## src/rtl/hazard_issue_ctrl.sv

```systemverilog
// Issue-stage hazard controller: tracks EX/MEM shadow stages and decides
// bubble, IF/ID hold, PC write and flush for the instruction in ID.
module hazard_issue_ctrl (
  input  logic        clk_i,
  input  logic        rst_i,
  input  logic        start_i,
  input  logic [6:0]  ID_Op_i,
  input  logic [4:0]  ID_RS1_i,
  input  logic [4:0]  ID_RS2_i,
  input  logic [4:0]  ID_RD_i,
  input  logic        Branch_taken_i,
  input  logic        MemStall_i,
  output logic        NoOp_o,
  output logic        Stall_o,
  output logic        PCWrite_o,
  output logic        Flush_o,
  output logic [15:0] StallCnt_o
);

  localparam logic [6:0] OP_R   = 7'b0110011;
  localparam logic [6:0] OP_I   = 7'b0010011;
  localparam logic [6:0] OP_LW  = 7'b0000011;
  localparam logic [6:0] OP_SW  = 7'b0100011;
  localparam logic [6:0] OP_BEQ = 7'b1100011;

  typedef enum logic [1:0] {
    S_IDLE    = 2'd0,
    S_RUN     = 2'd1,
    S_MEMWAIT = 2'd2
  } state_t;

  state_t      r_state;
  logic        r_ex_rw, r_ex_mr, r_mem_rw, r_mem_mr;
  logic [4:0]  r_ex_rd, r_mem_rd;
  logic [15:0] r_cnt;

  logic w_use1, w_use2, w_wr, w_mr, w_beq;
  logic w_lu, w_bh, w_active;

  // Opcode class decode of the ID instruction
  always_comb begin
    w_use1 = 1'b0;
    w_use2 = 1'b0;
    w_wr   = 1'b0;
    w_mr   = 1'b0;
    w_beq  = 1'b0;
    case (ID_Op_i)
      OP_R:    begin w_use1 = 1'b1; w_use2 = 1'b1; w_wr = 1'b1; end
      OP_I:    begin w_use1 = 1'b1; w_wr = 1'b1; end
      OP_LW:   begin w_use1 = 1'b1; w_wr = 1'b1; w_mr = 1'b1; end
      OP_SW:   begin w_use1 = 1'b1; w_use2 = 1'b1; end
      OP_BEQ:  begin w_use1 = 1'b1; w_use2 = 1'b1; w_beq = 1'b1; end
      default: begin w_use1 = 1'b0; end
    endcase
  end

  // Load-use and branch-operand hazard detection; x0 never conflicts
  always_comb begin
    w_lu = r_ex_mr && (r_ex_rd != 5'd0) &&
           ((w_use1 && (r_ex_rd == ID_RS1_i)) || (w_use2 && (r_ex_rd == ID_RS2_i)));
    w_bh = w_beq && (
           (r_ex_rw && (r_ex_rd != 5'd0) &&
            ((r_ex_rd == ID_RS1_i) || (r_ex_rd == ID_RS2_i))) ||
           (r_mem_mr && (r_mem_rd != 5'd0) &&
            ((r_mem_rd == ID_RS1_i) || (r_mem_rd == ID_RS2_i))));
    w_active = (r_state != S_IDLE);
  end

  // Control outputs, priority: idle, memory stall, hazard, taken branch, normal
  always_comb begin
    NoOp_o    = 1'b0;
    Stall_o   = 1'b0;
    PCWrite_o = 1'b1;
    Flush_o   = 1'b0;
    if (!w_active) begin
      NoOp_o    = 1'b1;
      Stall_o   = 1'b1;
      PCWrite_o = 1'b0;
    end else if (MemStall_i) begin
      Stall_o   = 1'b1;
      PCWrite_o = 1'b0;
    end else if (w_lu || w_bh) begin
      NoOp_o    = 1'b1;
      Stall_o   = 1'b1;
      PCWrite_o = 1'b0;
    end else if (w_beq && Branch_taken_i) begin
      Flush_o   = 1'b1;
    end else begin
      Flush_o   = 1'b0;
    end
  end

  assign StallCnt_o = r_cnt;

  // FSM, shadow pipeline and saturating stall counter
  always_ff @(posedge clk_i or posedge rst_i) begin
    if (rst_i) begin
      r_state  <= S_IDLE;
      r_ex_rw  <= 1'b0;
      r_ex_mr  <= 1'b0;
      r_ex_rd  <= 5'd0;
      r_mem_rw <= 1'b0;
      r_mem_mr <= 1'b0;
      r_mem_rd <= 5'd0;
      r_cnt    <= 16'd0;
    end else begin
      case (r_state)
        S_IDLE:    r_state <= start_i ? S_RUN : S_IDLE;
        S_RUN:     r_state <= MemStall_i ? S_MEMWAIT : S_RUN;
        S_MEMWAIT: r_state <= MemStall_i ? S_MEMWAIT : S_RUN;
        default:   r_state <= S_IDLE;
      endcase
      if (!w_active) begin
        r_ex_rw  <= 1'b0;
        r_ex_mr  <= 1'b0;
        r_ex_rd  <= 5'd0;
        r_mem_rw <= 1'b0;
        r_mem_mr <= 1'b0;
        r_mem_rd <= 5'd0;
      end else if (!MemStall_i) begin
        r_mem_rw <= r_ex_rw;
        r_mem_mr <= r_ex_mr;
        r_mem_rd <= r_ex_rd;
        r_ex_rw  <= NoOp_o ? 1'b0 : w_wr;
        r_ex_mr  <= NoOp_o ? 1'b0 : w_mr;
        r_ex_rd  <= NoOp_o ? 5'd0 : ID_RD_i;
      end
      if (w_active && Stall_o && (r_cnt != 16'hFFFF)) begin
        r_cnt <= r_cnt + 16'd1;
      end
    end
  end

endmodule

```

## config.mk

```make
export PLATFORM = sky130hd
export DESIGN_NAME = hazard_issue_ctrl
export DESIGN_NICKNAME = d
export VERILOG_FILES = /design/src/rtl/hazard_issue_ctrl.sv
export SDC_FILE = /design/constraint.sdc
export NUM_CORES = 1
export LEC_CHECK = 0
export CAP_MARGIN = 10
export CORE_UTILIZATION = 51
export DETAILED_ROUTE_END_ITERATION = 8
export DONT_BUFFER_PORTS = 1
export PLACE_DENSITY_LB_ADDON = 0.05
export SLEW_MARGIN = 20
export SYNTH_ARGS = -nofsm -noshare
export SYNTH_HDL_FRONTEND = slang
export SYNTH_SLANG_ARGS = --single-unit
```

## constraint.sdc

```tcl
create_clock -name clk_i -period 3.7 [get_ports clk_i]
set_input_delay 0.37 -clock clk_i [delete_from_list [all_inputs] [get_ports clk_i]]
set_output_delay 0.37 -clock clk_i [all_outputs]
set_load 0.02 [all_outputs]
```

==> impl_results.md, run 1 <==
* # rows at 20
* ANT nets after route at 0
* Clock Pin Slew Worst Setup and Hold Paths at 0.10 ns
* Cts bufs inserted at 5
* Synth cell types at 33
* Gr usage total at 23.0%
* Area of the core at 0.00315 mm²
* Seq/Total Area, Yosys at 44.1%
* Cell with the most instances after synthesis: dfrtp_1
* Via Count at 1318
* P_leak at 0.782 nW
* Die footprint at 0.00369 mm²
* Cell Chain, Critical Path: inv_1, ha_1, inv_1, and3_1, and3_1
* Share of power burned in registers at 46.9%
* Post-CTS sizing at 0
* CTS Buffer Depth at 2
* Final Hold Fails at 7
* CP max stage delay at 0.65 ns
* Clk_skew at 0.0119 ns
* Fillers at 306
* F_max at 386 MHz
* Largest fanout on the critical path at 21
* DRC viols at 0
* Final WS setup at 1.11 ns
* Hpwl dp at 2830 µm
* Commonest cells in the netlist: 31 x dfrtp_1, 29 x xnor2_1, 20 x nor2_1, 18 x nand2_1, 11 x nand3_1
* Layout area overhead at 6.54%
* CP startpoint kind: flop
* IO Port Bufs at 0
* Fin area at 0.00188 mm²
* Crit Path Class: flop to primary output
* Pin count of the biggest net entering global routing at 32
* Post-DR wirelength/cell at 16.5 µm
* Largest cells by area after synthesis: dfrtp_1 44%, xnor2_1 14%, nor2_1 4.3%
* First-pass GRT wire length at 6030 µm
* H-tree levels at 2
* Power per cell area at 618 mW/mm²
* Overflow after GRT at 0
* Sw Ratio at 39.2%
* Number of max-cap violations at 0
* CTS tree: built
* Fin. max-slew vios at 0
* Internal power at 0.705 mW
* # clock sinks at 31
* Top Ports at 47
* Period minus WS final at 2.59 ns
* Synth warnings at 0
* CP arrival at 2.22 ns
* Reg2Reg Capture Point: StallCnt_o[12]
* Postcts setup bufs at 0
* Die height at 60.8 µm
* DRT Wirelength at 3780 µm
* Asr flop ratio synth at 100%
* Number of flops mapped to enable cells by yosys at 0
* #FFs+latches synth at 31
* Setup-failing EPs final at 0
* Largest delay share family, worst path: adder cells
* Gate power share at 29.1%
* Status: finished with violations
* Mapped Cells at 182
* Syn nets at 212
* Routability cong. at 0.828
* Dpl cell area at 0.00179 mm²
* Fin crit share at 70.0%
* Share of cells above drive strength 1 at 8.65%
* RR Startpoint: r_mem_rd[4]
* Worst r2r path cells at 7
* Diodes inserted at 0
* Die X at 60.8 µm
* Drt first pass iters at 4
* Initial DRC Count at 30
* Psw at 0.454 mW
* Setup crit end kind: primary output
* Worst EP required at 3.33 ns
* Ys flop type: dfrtp_1
* Final nets at 214
* Utilization after layout at 59.5%
* Setup_tns at 0 ns
* Hold-fix buffers, CTS at 0
* Failing checks: negative hold slack
* Hold/Removal Path Class: primary input to async pin
* Clk network pwr share at 24.0%
* Mapped Area at 0.00176 mm²
* RSZ-0062 raised after global routing: false
* Pre-CTS WS at 1.39 ns
* Worst-Skew Late Latency at 0.33 ns
* Worst Path Buf+Inv at 2
* R2R setup slack at 1.43 ns
* Vias in the first global route at 1340
* Antenna violations before repair at 0
* VDD IR max at 0.324 mV
* Power, Total at 1.16 mW
* Initial Util at 55.8%
* Fin Hold WS at -0.00121 ns
* Syn avg cell area at 9.67 µm²
* DR vias/cell at 5.76
* Least-Margin Pin Slew at 0.760 ns
* CTS Root Cell: clkbuf_4
* Yosys top cell by area: dfrtp_1
* Slowest-stage cell, CP: ha_1
* Rel. slew slack at 49.3%
* Proportion of netlist area held by the largest area contributor at 44.1%
-- per-stage QoR --
stage | instances | hold slack [ns]
global route | 229 | 0.0300
global placement | 221 | 0.509
CTS | 229 | 0.0143
floorplan | 182 | 0.474
detailed placement | 221 | 0.384
finish | 229 | -0.00121
-- sequential cells by signal, indices dropped and copies added, names as in the netlist --
name	cells
StallCnt_o	16
r_ex_mr	1
r_state	2
r_ex_rd	5
r_mem_mr	1
r_ex_rw	1
r_mem_rd	5
-- layer usage --
metal | vias to the layer above | share of wire (%) | routed length, µm | track usage [%]
li1 | 633 | - | - | -
met3 | 8 | 7.0 | 263 | 7.04
met5 | - | 0 | 0 | 0
met2 | 47 | 46 | 1740 | 36.1
met1 | 630 | 46 | 1730 | 29.5
met4 | 0 | 1.5 | 55 | 9.74
-- how the worst max path moves through the flow --
stage,cells past startpoint,startpoint,to
6_report,5,r_state[0],Flush_o
5_1_grt,5,r_state[1],Flush_o
4_1_cts,6,r_mem_rd[4],Flush_o
3_5_place_dp,7,ID_Op_i[3],StallCnt_o[12]
3_3_place_gp,7,ID_Op_i[3],StallCnt_o[12]
2_1_floorplan,6,r_ex_rd[1],Flush_o
-- power groups by stage --
| stage | combinational (mW) | sequential (mW) | clock (mW) |
|---|---|---|---|
| 2_1_floorplan | 0.283 | 0.528 | 0 |
| 3_3_place_gp | 0.330 | 0.546 | 0 |
| 3_5_place_dp | 0.337 | 0.550 | 0 |
| 4_1_cts | 0.339 | 0.543 | 0.286 |
| 5_1_grt | 0.375 | 0.558 | 0.303 |
| 6_report | 0.337 | 0.544 | 0.278 |
-- kinds of logic (layout without fill, tap and decap cells) --
kind of cell | count (synthesis) | count (layout) | synth area share, %
adders and majority gates | 3 | 3 | 2.13
xor gates and xnor gates | 34 | 34 | 16.9
and+or+nand+nor | 77 | 77 | 22.0
buffers and inverters | 11 | 14 | 2.77
DFF | 31 | 31 | 44.1
AOI/OAI and AO/OA | 18 | 18 | 7.39
muxes | 8 | 8 | 4.69
-- worst reg2reg max path: cells and delay by family (launching register included) --
family                    cells  cell delay [ns]
and+or+nand+nor               3             0.69
AOI/OAI and AO/OA             2             0.48
DFF                           1             0.46
muxes                         1             0.37
xor gates and xnor gates      1             0.16
-- cells in the final DEF, fill, tap and decap left out, drive strengths merged, types with 2 or more instances in the layout --
cell type / n
xor2: 5
nand2: 18
xnor2: 29
nor4b: 2
clkbuf: 6
a21oi: 4
mux2: 2
ha: 3
inv: 6
nand4: 8
a22oi: 7
nand3: 11
o22ai: 2
nor3: 4
mux2i: 6
nor2: 20
and3: 4
dfrtp: 31
and2: 2
nor4: 6
-- layout make-up --
class	count	area, µm²	area share [%]
sequential	31	776	41.4
tap	44	55.1	2.94
inverter	6	22.5	1.20
multi-input combinational	140	936	49.9
clock buffer	6	51.3	2.74
clock inverter	2	35.0	1.87
Power figures use the tool's default switching activity.
==> run 2, diff against run 1 <==
clock period = 2.1 ns   (was 3.7 ns; I/O delays follow)
==> impl_results.md, run 2 (synthesis results as in run 1) <==
* Status: completed
* R2R setup slack at 0.13 ns (-1.30 ns)
* DRT Wirelength at 3950 µm (+4.4%)
* Max FFs per register at 16 (unchanged)
* P_leak at 0.937 nW (+20%)
* Number of max-cap violations at 0 (unchanged)
* DRC viols at 0 (unchanged)
* Gr usage total at 23.1% (+0.11 points)
* Clk_skew at 0.0163 ns (+0.00437 ns)
* Antenna violations before repair at 0 (unchanged)
* Hpwl dp at 2910 µm (+2.6%)
* Fin crit share at 99.2%
* # clock sinks at 31 (unchanged)
* Period minus WS final at 2.08 ns
* Hold/Removal Path Class: primary input to flop
* Die height at 60.8 µm (unchanged)
* H-tree levels at 2 (unchanged)
* Diodes inserted at 0 (unchanged)
* First-pass GRT wire length at 6150 µm (+1.9%)
* Reg2Reg Capture Point: r_ex_rd[4]
* Pin count of the biggest net entering global routing at 32 (unchanged)
* CTS tree: built
* ANT nets after route at 0 (unchanged)
* Post-DR wirelength/cell at 15.4 µm (-7.0%)
* Final Hold Fails at 0 (-7)
* CP startpoint kind: flop
* CTS Root Cell: clkbuf_4
* Hold path cells at 2
* Initial Util at 55.8% (unchanged)
* RR Startpoint: r_ex_rd[0]
* Die footprint at 0.00369 mm² (unchanged)
* CTS Buffer Depth at 2 (unchanged)
* Power, Total at 2.36 mW (+100%)
* Worst EP required at 1.89 ns (-1.44 ns)
* IO Port Bufs at 0 (unchanged)
* Overflow after GRT at 0 (unchanged)
* DR vias/cell at 5.68 (-1.3%)
* Fillers at 272 (-11%)
* Setup-failing EPs final at 0 (unchanged)
* Layout area overhead at 24.5%
* Rel. slew slack at 71.3% (+22 points)
* Clock Pin Slew Worst Setup and Hold Paths at 0.11 ns (about the same)
* Worst-Skew Late Latency at 0.33 ns (about the same)
* Power per cell area at 1080 mW/mm² (+74%)
* Drt first pass iters at 4 (unchanged)
* Pre-CTS WS at -0.0341 ns (-1.42 ns)
* Cts bufs inserted at 5 (unchanged)
* Largest fanout on the critical path at 3 (-86%)
* Hold path startpoint: start_i
* Area of the core at 0.00315 mm² (unchanged)
* Via Count at 1460 (+11%)
* Worst setup endpoint: Flush_o
* Share of cells above drive strength 1 at 24.4% (+16 points)
* Beginning of the critical path: r_mem_rd[2]
* F_max at 480 MHz
* Top Ports at 47 (unchanged)
* Most frequent cells in the layout: 29 x dfrtp_1, 29 x xnor2_1, 25 x buf_4
* Least-Margin Pin Slew at 0.431 ns (-0.329 ns)
* Final nets at 242 (+13%)
* Die X at 60.8 µm (unchanged)
* Setup crit end kind: primary output
* Routability cong. at 0.843 (+1.8%)
* Fin. max-slew vios at 0 (unchanged)
* RSZ-0062 raised after global routing: true
* Vias in the first global route at 1386 (+3.4%)
* Initial DRC Count at 47 (+57%)
* VDD IR max at 0.858 mV (+160%)
* CP arrival at 1.87 ns (-0.35 ns)
* Crit Path Class: flop to primary output
* Final WS setup at 0.0177 ns (-1.09 ns)
* # rows at 20 (unchanged)
* Worst r2r path cells at 9 (+2)
## run 2: layer usage
metal / routed length (µm) / track usage, % / vias up
met5: 0 / 0 / -
met3: 256 / 6.61 / 7
met4: 51 / 7.79 / 0
met1: 1830 / 30.7 / 714
li1: - / - / 695
met2: 1810 / 36.3 / 44
## run 2: repair_timing
action	4_1_cts	5_1_grt
pin swaps	7	13
hold buffers	1	1
buffers inserted	2	1
setup endpoints to repair	4	7
gates resized for setup	9	10
gates cloned	0	0
endpoints found under the hold margin	31	1
## run 2: area by class of cell
type                            instances  area (µm²)  area share (%)
Clock inverter                          2        60.1            2.74
Timing Repair Buffer                   28         219            9.99
Sequential cell                        31         778            35.5
Tap cell                               44        55.1            2.51
Multi-Input combinational cell        140        1020            46.3
Inverter                                6        22.5            1.03
Clock buffer                            6        41.3            1.88
## run 2: power by group
part / internal (mW) / total [mW] / switching (mW) / leakage [nW]
Clock: 0.372 / 0.584 / 0.213 / 0.0525
Sequential: 0.720 / 0.837 / 0.117 / 0.404
Combinational: 0.399 / 0.940 / 0.541 / 0.481
Total: 1.49 / 2.36 / 0.871 / 0.937
## run 2: worst min-delay path by stage
stage                         end  slack (ns)
floorplan           StallCnt_o[0]        0.31
finish                 r_state[0]       0.003
CTS                    r_state[1]       0.003
global placement    StallCnt_o[1]        0.20
global route           r_state[0]        0.01
detailed placement  StallCnt_o[1]        0.21
## run 2: stage by stage
step | hold slack [ns] | TNS [ns] | utilization (%) | std cells | area, µm²
after floorplan | 0.314 | 0 | - | 182 | 1760
after global placement | 0.201 | 0 | 62.2 | 244 | 1960
after detailed placement | 0.213 | -0.0341 | 62.2 | 244 | 1960
after CTS | 0.00284 | -0.0137 | 67.4 | 255 | 2120
after global routing | 0.0111 | -0.162 | 69.5 | 257 | 2190
final | 0.00309 | 0 | 69.5 | 257 | 2190
## run 2: worst max-delay path, stage by stage, from the launching register on
cell and delay (ns):
dfrtp_1 0.42, buf_4 0.15, nor3_2 0.12, nand2_1 0.11, a41oi_2 0.24, and3_4 0.28
and3_4 0.23
